===== src/rtl/orientation_pkg.sv =====
// orientation_pkg: width helpers and circular patch mask shared by the moment engine
package orientation_pkg;
   function automatic int clog2(input longint v);
      int n;
      n = 0;
      for (int i = 0; i < 62; i++) if ((longint'(1) << i) < v) n = i + 1;
      return n;
   endfunction
   function automatic int moment_w(input int r, input int pix_w);
      return clog2(((longint'(1) << pix_w) - 1) * longint'(2 * r + 1) * r * (r + 1)) + 1;
   endfunction
   function automatic int mask_w(input int r, input int dx, input int dy);
      return (dx * dx + dy * dy <= r * r) ? 1 : 0;
   endfunction
endpackage


===== src/rtl/orient_col_reduce.sv =====
// orient_col_reduce: registered masked pixel sum and dy-weighted sum of one window column at offset DX
module orient_col_reduce import orientation_pkg::*; #(
   parameter int RADIUS = 3,
   parameter int PIX_W = 8,
   parameter int DX = 0,
   localparam int N = 2 * RADIUS + 1,
   localparam int SW = moment_w(RADIUS, PIX_W)
) (
   input logic clk,
   input logic rst_n,
   input logic [N*PIX_W-1:0] col,
   input logic mask_en,
   output logic signed [SW-1:0] s,
   output logic signed [SW-1:0] y
);
   logic signed [SW-1:0] s_c, y_c, p;
   always_comb begin
      s_c = '0;
      y_c = '0;
      p = '0;
      for (int k = 0; k < N; k++) begin
         p = SW'(col[k*PIX_W +: PIX_W]);
         if (!mask_en || mask_w(RADIUS, DX, RADIUS - k) == 1) begin
            s_c = s_c + p;
            y_c = y_c + p * SW'(RADIUS - k);
         end
      end
   end
   always_ff @(posedge clk)
      if (!rst_n) begin
         s <= '0;
         y <= '0;
      end else begin
         s <= s_c;
         y <= y_c;
      end
endmodule


===== src/rtl/orientation_moment_unit.sv =====
// orientation_moment_unit: streaming intensity-centroid first moments over a sliding (2R+1)^2 patch
module orientation_moment_unit import orientation_pkg::*; #(
   parameter int RADIUS = 3,
   parameter int PIX_W = 8,
   parameter int WIDTH = 640,
   parameter int OUT_W = 16,
   localparam int N = 2 * RADIUS + 1,
   localparam int CW = clog2(WIDTH)
) (
   input logic i_clk,
   input logic i_rst_n,
   input logic i_valid,
   input logic i_sol,
   input logic i_mask_en,
   input logic [N*PIX_W-1:0] i_col,
   output logic o_valid,
   output logic signed [OUT_W-1:0] o_mx,
   output logic signed [OUT_W-1:0] o_my,
   output logic [CW-1:0] o_col
);
   localparam int SW = moment_w(RADIUS, PIX_W);
   localparam int FW = clog2(N + 1);
   if (OUT_W < SW) begin : g_width_check
      $error("orientation_moment_unit: OUT_W too narrow for RADIUS/PIX_W");
   end
   logic [N*PIX_W-1:0] win [N];
   logic first, mask_r, q0, q1, sol;
   logic [CW-1:0] col_cnt, cnt_n, col0, col1;
   logic [FW-1:0] fill, fill_n;
   logic signed [SW-1:0] s [N];
   logic signed [SW-1:0] y [N];
   logic signed [OUT_W-1:0] mx_c, my_c;
   // a wrap or the first beat after reset starts a line exactly like i_sol
   always_comb begin
      sol = i_sol || first || col_cnt == CW'(WIDTH - 1);
      cnt_n = sol ? '0 : col_cnt + CW'(1);
      fill_n = sol ? FW'(1) : fill == FW'(N) ? fill : fill + FW'(1);
   end
   always_ff @(posedge i_clk)
      if (!i_rst_n) begin
         first <= 1'b1;
         col_cnt <= '0;
         fill <= '0;
         mask_r <= 1'b0;
         q0 <= 1'b0;
         col0 <= '0;
         for (int j = 0; j < N; j++) win[j] <= '0;
      end else if (i_valid) begin
         first <= 1'b0;
         col_cnt <= cnt_n;
         fill <= fill_n;
         mask_r <= i_mask_en;
         q0 <= fill_n == FW'(N);
         col0 <= cnt_n - CW'(RADIUS);
         for (int j = 0; j < N - 1; j++) win[j] <= win[j+1];
         win[N-1] <= i_col;
      end else begin
         q0 <= 1'b0;
      end
   for (genvar g = 0; g < N; g++) begin : g_pos
      orient_col_reduce #(.RADIUS(RADIUS), .PIX_W(PIX_W), .DX(g - RADIUS)) u_reduce (
         .clk(i_clk),
         .rst_n(i_rst_n),
         .col(win[g]),
         .mask_en(mask_r),
         .s(s[g]),
         .y(y[g])
      );
   end
   always_comb begin
      mx_c = '0;
      my_c = '0;
      for (int j = 0; j < N; j++) begin
         mx_c = mx_c + OUT_W'(s[j]) * OUT_W'(j - RADIUS);
         my_c = my_c + OUT_W'(y[j]);
      end
   end
   always_ff @(posedge i_clk)
      if (!i_rst_n) begin
         q1 <= 1'b0;
         col1 <= '0;
         o_valid <= 1'b0;
         o_mx <= '0;
         o_my <= '0;
         o_col <= '0;
      end else begin
         q1 <= q0;
         col1 <= col0;
         o_valid <= q1;
         if (q1) begin
            o_mx <= mx_c;
            o_my <= my_c;
            o_col <= col1;
         end
      end
endmodule

===== config.mk =====
export PLATFORM = sky130hd
export DESIGN_NAME = orientation_moment_unit
export DESIGN_NICKNAME = d
export VERILOG_FILES = /design/src/rtl/orientation_pkg.sv /design/src/rtl/orient_col_reduce.sv /design/src/rtl/orientation_moment_unit.sv
export SDC_FILE = /design/constraint.sdc
export NUM_CORES = 2
export LEC_CHECK = 0
export CORE_UTILIZATION = 51
export DETAILED_ROUTE_END_ITERATION = 8
export DONT_BUFFER_PORTS = 1
export PLACE_DENSITY = 0.66
export SLEW_MARGIN = 15
export SYNTH_ARGS = -nofsm -noshare
export SYNTH_HDL_FRONTEND = slang
export SYNTH_SLANG_ARGS = --single-unit

===== constraint.sdc =====
create_clock -name i_clk -period 15.43 [get_ports i_clk]
set_input_delay 3.086 -clock i_clk [delete_from_list [all_inputs] [get_ports i_clk]]
set_output_delay 3.086 -clock i_clk [all_outputs]
set_load 0.05 [all_outputs]

After elaboration in Yosys (flattened, before gate mapping)

Memory sizes are Yosys's and may differ from the RTL's.
Cells that the tools add are included.

Bits in registers: 286
Latch bits: 0
Bits in writable memories: 392
Memory bits (read-only): 0
Input bits: 61
Logic and storage cells: 210
Memories kept: 1

Memory list:

| name | depth | width | rd ports | clocked after Yosys merged registers in | write ports | line                          | text |
|---|---|---|---|---|---|---|---|
| win  | 7     | 56    | 7        | 0                                       | 7           | orientation_moment_unit.sv:26 | `logic [N*PIX_W-1:0] win [N];` |

Add/sub/neg operators: 101
Multipliers: 16
Div/mod/pow operators: 0
Order comparisons: 0
Eq/ne operators: 3
Shift operators: 0
Mux-type cells: 54
Bitwise operators: 7
Reduce and logical (&&, ||, !) cells: 3

Operators by type and width:

| operator                                           | number |
|---|---|
| adder 16 bit                                       | 32 |
| two-way mux 16 bit                                 | 32 |
| adder 16 x 9 -> 16 bit                             | 31 |
| two-way mux 56 bit                                 | 7 |
| adder 15 x 9 -> 15 bit                             | 11 |
| adder 16 x 10 -> 16 bit                            | 7 |
| negator 8 -> 16 bit                                | 7 |
| negator 8 -> 15 bit                                | 7 |
| multiplier 9 x 3 -> 12 bit, second input constant  | 7 |
| multiplier 8 x 2 -> 10 bit, second input constant  | 7 |
| two-way mux 8 bit                                  | 6 |
| multiplier 16 x 3 -> 16 bit, second input constant | 2 |
| two-way mux 15 bit                                 | 2 |
| negator 16 bit                                     | 1 |
| negator 15 bit                                     | 1 |
| adder 10 x 1 -> 10 bit, second input constant      | 1 |
| equality test 10 bit, second input constant        | 1 |
| two-way mux 10 bit                                 | 1 |
| subtractor 10 x 2 -> 10 bit, second input constant | 1 |
| adder 8 x 8 -> 9 bit                               | 1 |
| bitwise OR 1 bit                                   | 7 |
| equality test 3 bit, second input constant         | 2 |
| two-way mux 3 bit                                  | 2 |
| two-way mux 1 bit                                  | 4 |
| other kinds (3)                                    | 4 |

Depth between registers and ports, before layout

An unclocked memory read counts as a cell.

Word-level depth: 13
Gate-level depth with buffers: 42

Modules after synthesis

Synthesis repeated with hierarchy kept, for this count alone.

Cell total of the unflattened synthesis: 6566
Area total of the unflattened synthesis: 63271.9 µm²

By module, submodules not included:

| module                                    | times used | cells an instance | area each (µm²) | seq. area each (µm²) |
|---|---|---|---|---|
| orientation_moment_unit                   | 1          | 1853              | 23677.7         | 13372.8 |
| orient_col_reduce (g_pos[1].u_reduce ...) | 2          | 625               | 5470.2          | 560.5 |
| orient_col_reduce (g_pos[0].u_reduce)     | 1          | 877               | 6647.6          | 600.6 |
| orient_col_reduce (g_pos[6].u_reduce)     | 1          | 874               | 6647.6          | 600.6 |
| orient_col_reduce (g_pos[5].u_reduce)     | 1          | 614               | 5365.1          | 560.5 |
| orient_col_reduce (g_pos[4].u_reduce)     | 1          | 599               | 5345.1          | 560.5 |
| orient_col_reduce (g_pos[3].u_reduce)     | 1          | 499               | 4648.2          | 560.5 |

Worst setup path after synthesis

No wires, ideal clock.

Kind: in2reg
Start: in i_valid
End: reg fill[1]
Arrival: 12.365 ns
Required time: 15.305 ns
Slack: 2.940 ns
Stages on the path: 5
Cell sequence: clkbuf_1 nor2_1 inv_1 o21ai_0 a32o_1

RTL lines:

| what                   | line                          | text |
|---|---|---|
| start: declaration     | orientation_moment_unit.sv:12 | `input logic i_valid,` |
| end signal: assignment | orientation_moment_unit.sv:51 | `fill <= fill_n;` |
| end: declaration       | orientation_moment_unit.sv:29 | `logic [FW-1:0] fill, fill_n;` |

Worst setup path in the final report

Start: reg mask_r
End: reg g_pos[0].u_reduce.s[10]

Longest elaborated chain between the ends: 12

Ends and longest elaborated chain:

| what                                 | line                          | text |
|---|---|---|
| start: declaration                   | orientation_moment_unit.sv:27 | `logic first, mask_r, q0, q1, sol;` |
| start signal: assignment             | orientation_moment_unit.sv:52 | `mask_r <= i_mask_en;` |
| two-way mux 8 bit                    | orient_col_reduce.sv:23       | `if (!mask_en \|\| mask_w(RADIUS, DX, RADIUS - k) == 1) begin` |
| adder 16 x 9 -> 16 bit               | orient_col_reduce.sv:24       | `s_c = s_c + p;` |
| two-way mux 16 bit                   | orient_col_reduce.sv:23       |  |
| adder 16 x 9 -> 16 bit               | orient_col_reduce.sv:24       |  |
| two-way mux 16 bit                   | orient_col_reduce.sv:23       |  |
| adder 16 x 9 -> 16 bit (2 in series) | orient_col_reduce.sv:24       |  |
| two-way mux 16 bit                   | orient_col_reduce.sv:23       |  |
| adder 16 x 9 -> 16 bit               | orient_col_reduce.sv:24       |  |
| two-way mux 16 bit                   | orient_col_reduce.sv:23       |  |
| adder 16 x 9 -> 16 bit               | orient_col_reduce.sv:24       |  |
| two-way mux 16 bit *                 | orient_col_reduce.sv:23       |  |
| end signal: assignment               | orient_col_reduce.sv:31       | `s <= '0;` |
| end signal: assignment               | orient_col_reduce.sv:34       | `s <= s_c;` |
| end: declaration                     | orient_col_reduce.sv:13       | `output logic signed [SW-1:0] s,` |

Mark *: on every way between the ends. The rest lies on a longest branch, timed or not.
A chain may end at the register's enable or synchronous reset.

==> metrics.txt <==
IO Count=roughly 100; vias per cell=5.499; clock buffer count from CTS=77; Post-Synthesis Cell Area=0.05974 mm2; crit share post-route=0.5280; wire per inst=20.79 um; Clk Latency, worst-skew pair=0.69 ns; die width=344.3 um; WS Path Type=reg2reg; leading area contributor after synthesis=edfxtp_1; total gr overflow=0; fraction of layout cells with a size suffix above 1=0.03351; crit path from=mask_r$_SDFFE_PN0P_; RePlAce Congestion=slightly below 1; die height=344.3 um; largest net degree at the start of global routing=326; Synth Flop Type=edfxtp_1; Worst Setup Slack, final=around 7.3 ns; post-cts resize count=0; RSZ-0062 raised after global routing=no; Final Setup Violations=0; hold violation total from the final report=0; Seq/Total Area, Yosys=0.2868; fmax=about 120 MHz; antenna violation net count after detailed routing=0; core area=0.1162 mm2; H-Tree Depth=3; vias in the first global route=42770; via count=42520; setup TNS=0 ns; slowest cell delay on critical path=0.71 ns; most frequent cells in the layout=inv_1 (921), ha_1 (762), nor2_1 (620), fa_1 (465), edfxtp_1 (392); drt pass-1 iters=5; Seq cells post-synth=660; total die area=between 0.1 and 0.15 mm2; critical path capture point=g_pos[0].u_reduce.s[10]$_SDFF_PN0_; Worst-path clk slew=0.07 ns; Final HPWL DP=129900 um; Bufs and invs on worst path=2; Setup Buffers After CTS=0; Top delay family on crit path=compound AO/OA/AOI/OAI gates; worst-margin pin slew=1.176 ns; top post-synthesis cells by area=edfxtp_1 (20%), ha_1 (16%), fa_1 (16%); crit-path most repeated cell=nor2_1; RR Endpoint=g_pos[0].u_reduce.s[10]$_SDFF_PN0_; filler cell count=10440; area of the multi-input gates=0.03854 mm2; NumNets Final=7432; Max Cap Viol=0; worst reg2reg path startpoint=mask_r$_SDFFE_PN0P_; post-synthesis async set-or-reset flop share=0; number of flops mapped to enable cells by yosys=~390; Setup Skew=0.04897 ns; CP Max Fanout=38; hold crit path type=reg2reg; slowest CP cell=dfxtp_4; Synth cell types=96; final hold slack=0.4281 ns; P&R area growth vs syn=6.821%; sequential standard cell area=0.01714 mm2; fin crit period=8.147 ns; Relative slew margins=0.2132; Initial Util=0.5141; Hold-fix buffers, CTS=0; most common cell after layout, fill and taps aside=inv_1; Yosys warnings=0; average size of a mapped cell=9.639 um2; DP Worst Slack=7.310 ns; Worst setup EP type=flop; global-route wire length before repair=246500 um; clock root buffer=clkbuf_16; reg2reg setup slack=7.28 ns; WP depth=37; clock sinks=between 600 and 700; critical path launch point type=flop; DRT Wirelength=160800 um; max-slew violations=0; r2r worst-path depth=37; initial antenna violation count=4; IO buf count=0; floorplan row count=125; Mapped Cells=slightly above 6000; DR iter-0 viols=2544; status=finished, final reports clean; Worst EP required=16.03 ns; Synth top area share=0.1970; DRC=0; CTS tree=yes; gr usage total=0.2743; CTS Buffer Depth=3; WP data arrival=8.74 ns
-- cell families after synthesis --
group,share of synthesized area
AND/OR/NAND/NOR,0.1408
adder cells (fa/ha/maj),0.3156
buffers and inverters,0.06852
AO/OA/AOI/OAI,0.1037
flip-flops,0.2868
XOR/XNOR,0.07099
multiplexers,0.01357
other,0.00006277
-- metal layers --
metal / GRT usage / part of all wire / up-vias
met1: 0.3501 / 0.43 / 20710
met4: 0.1214 / 0.049 / 0
li1: - / - / 20620
met3: 0.03368 / 0.043 / 275
met2: 0.4662 / 0.48 / 906
met5: 0 / 0 / -
-- registers in the layout, indices dropped and copies added, names as in the netlist, 3 cells and up --
signal	cells
o_mx	16
col1	10
g_pos.u_reduce.y	112
col_cnt	10
win	392
col0	10
g_pos.u_reduce.s	76
o_col	10
o_my	16
fill	3
-- tightest hold or removal path, delay by kind of cell, from the launching register on --
family / cells / cell delay, ns
buf+inv: 1 / 0.05
flops: 1 / 0.30
simple gates: 1 / 0.06
-- how the worst min path moves through the flow --
stage,start,end,cells after the start
finish,col0[8]$_SDFFE_PN0P_,col1[8]$_SDFF_PN0_,2
floorplan,col0[8]$_SDFFE_PN0P_,col1[8]$_SDFF_PN0_,2
CTS,col0[8]$_SDFFE_PN0P_,col1[8]$_SDFF_PN0_,2
global route,col0[8]$_SDFFE_PN0P_,col1[8]$_SDFF_PN0_,2
detailed placement,col0[8]$_SDFFE_PN0P_,col1[8]$_SDFF_PN0_,2
global placement,col0[8]$_SDFFE_PN0P_,col1[8]$_SDFF_PN0_,2
-- cells in the mapped netlist (all sizes together) (148+ instances only) --
cell type and n:
inv 923, ha 762, nor2 621, fa 465
edfxtp 392, xnor2 316, a21oi 302, dfxtp 268
nand2 249, and3 192, o21ai 189, xor2 152
nor2b 148
-- metrics by stage --
stage / instances / util / area, um2
2_1_floorplan: 6203 / - / 59760
3_3_place_gp: 7589 / 0.5269 / 61230
3_5_place_dp: 7589 / 0.5269 / 61230
4_1_cts: 7731 / 0.5492 / 63820
5_1_grt: 7731 / 0.5492 / 63820
6_report: 7732 / 0.5492 / 63820
-- layout make-up --
class | instances | share of cell area
clock buffers | 93 | 0.03176
clock inverters | 49 | 0.008862
diodes | 1 | 0.00003921
multi-input cells | 4462 | 0.6039
repair buffers | 19 | 0.002431
inverters | 924 | 0.05450
well taps | 1524 | 0.02988
flip-flops and latches | 660 | 0.2686
Power is not shown: default switching activity piles up to over one toggle a cycle in this logic, so the estimate is an artifact.
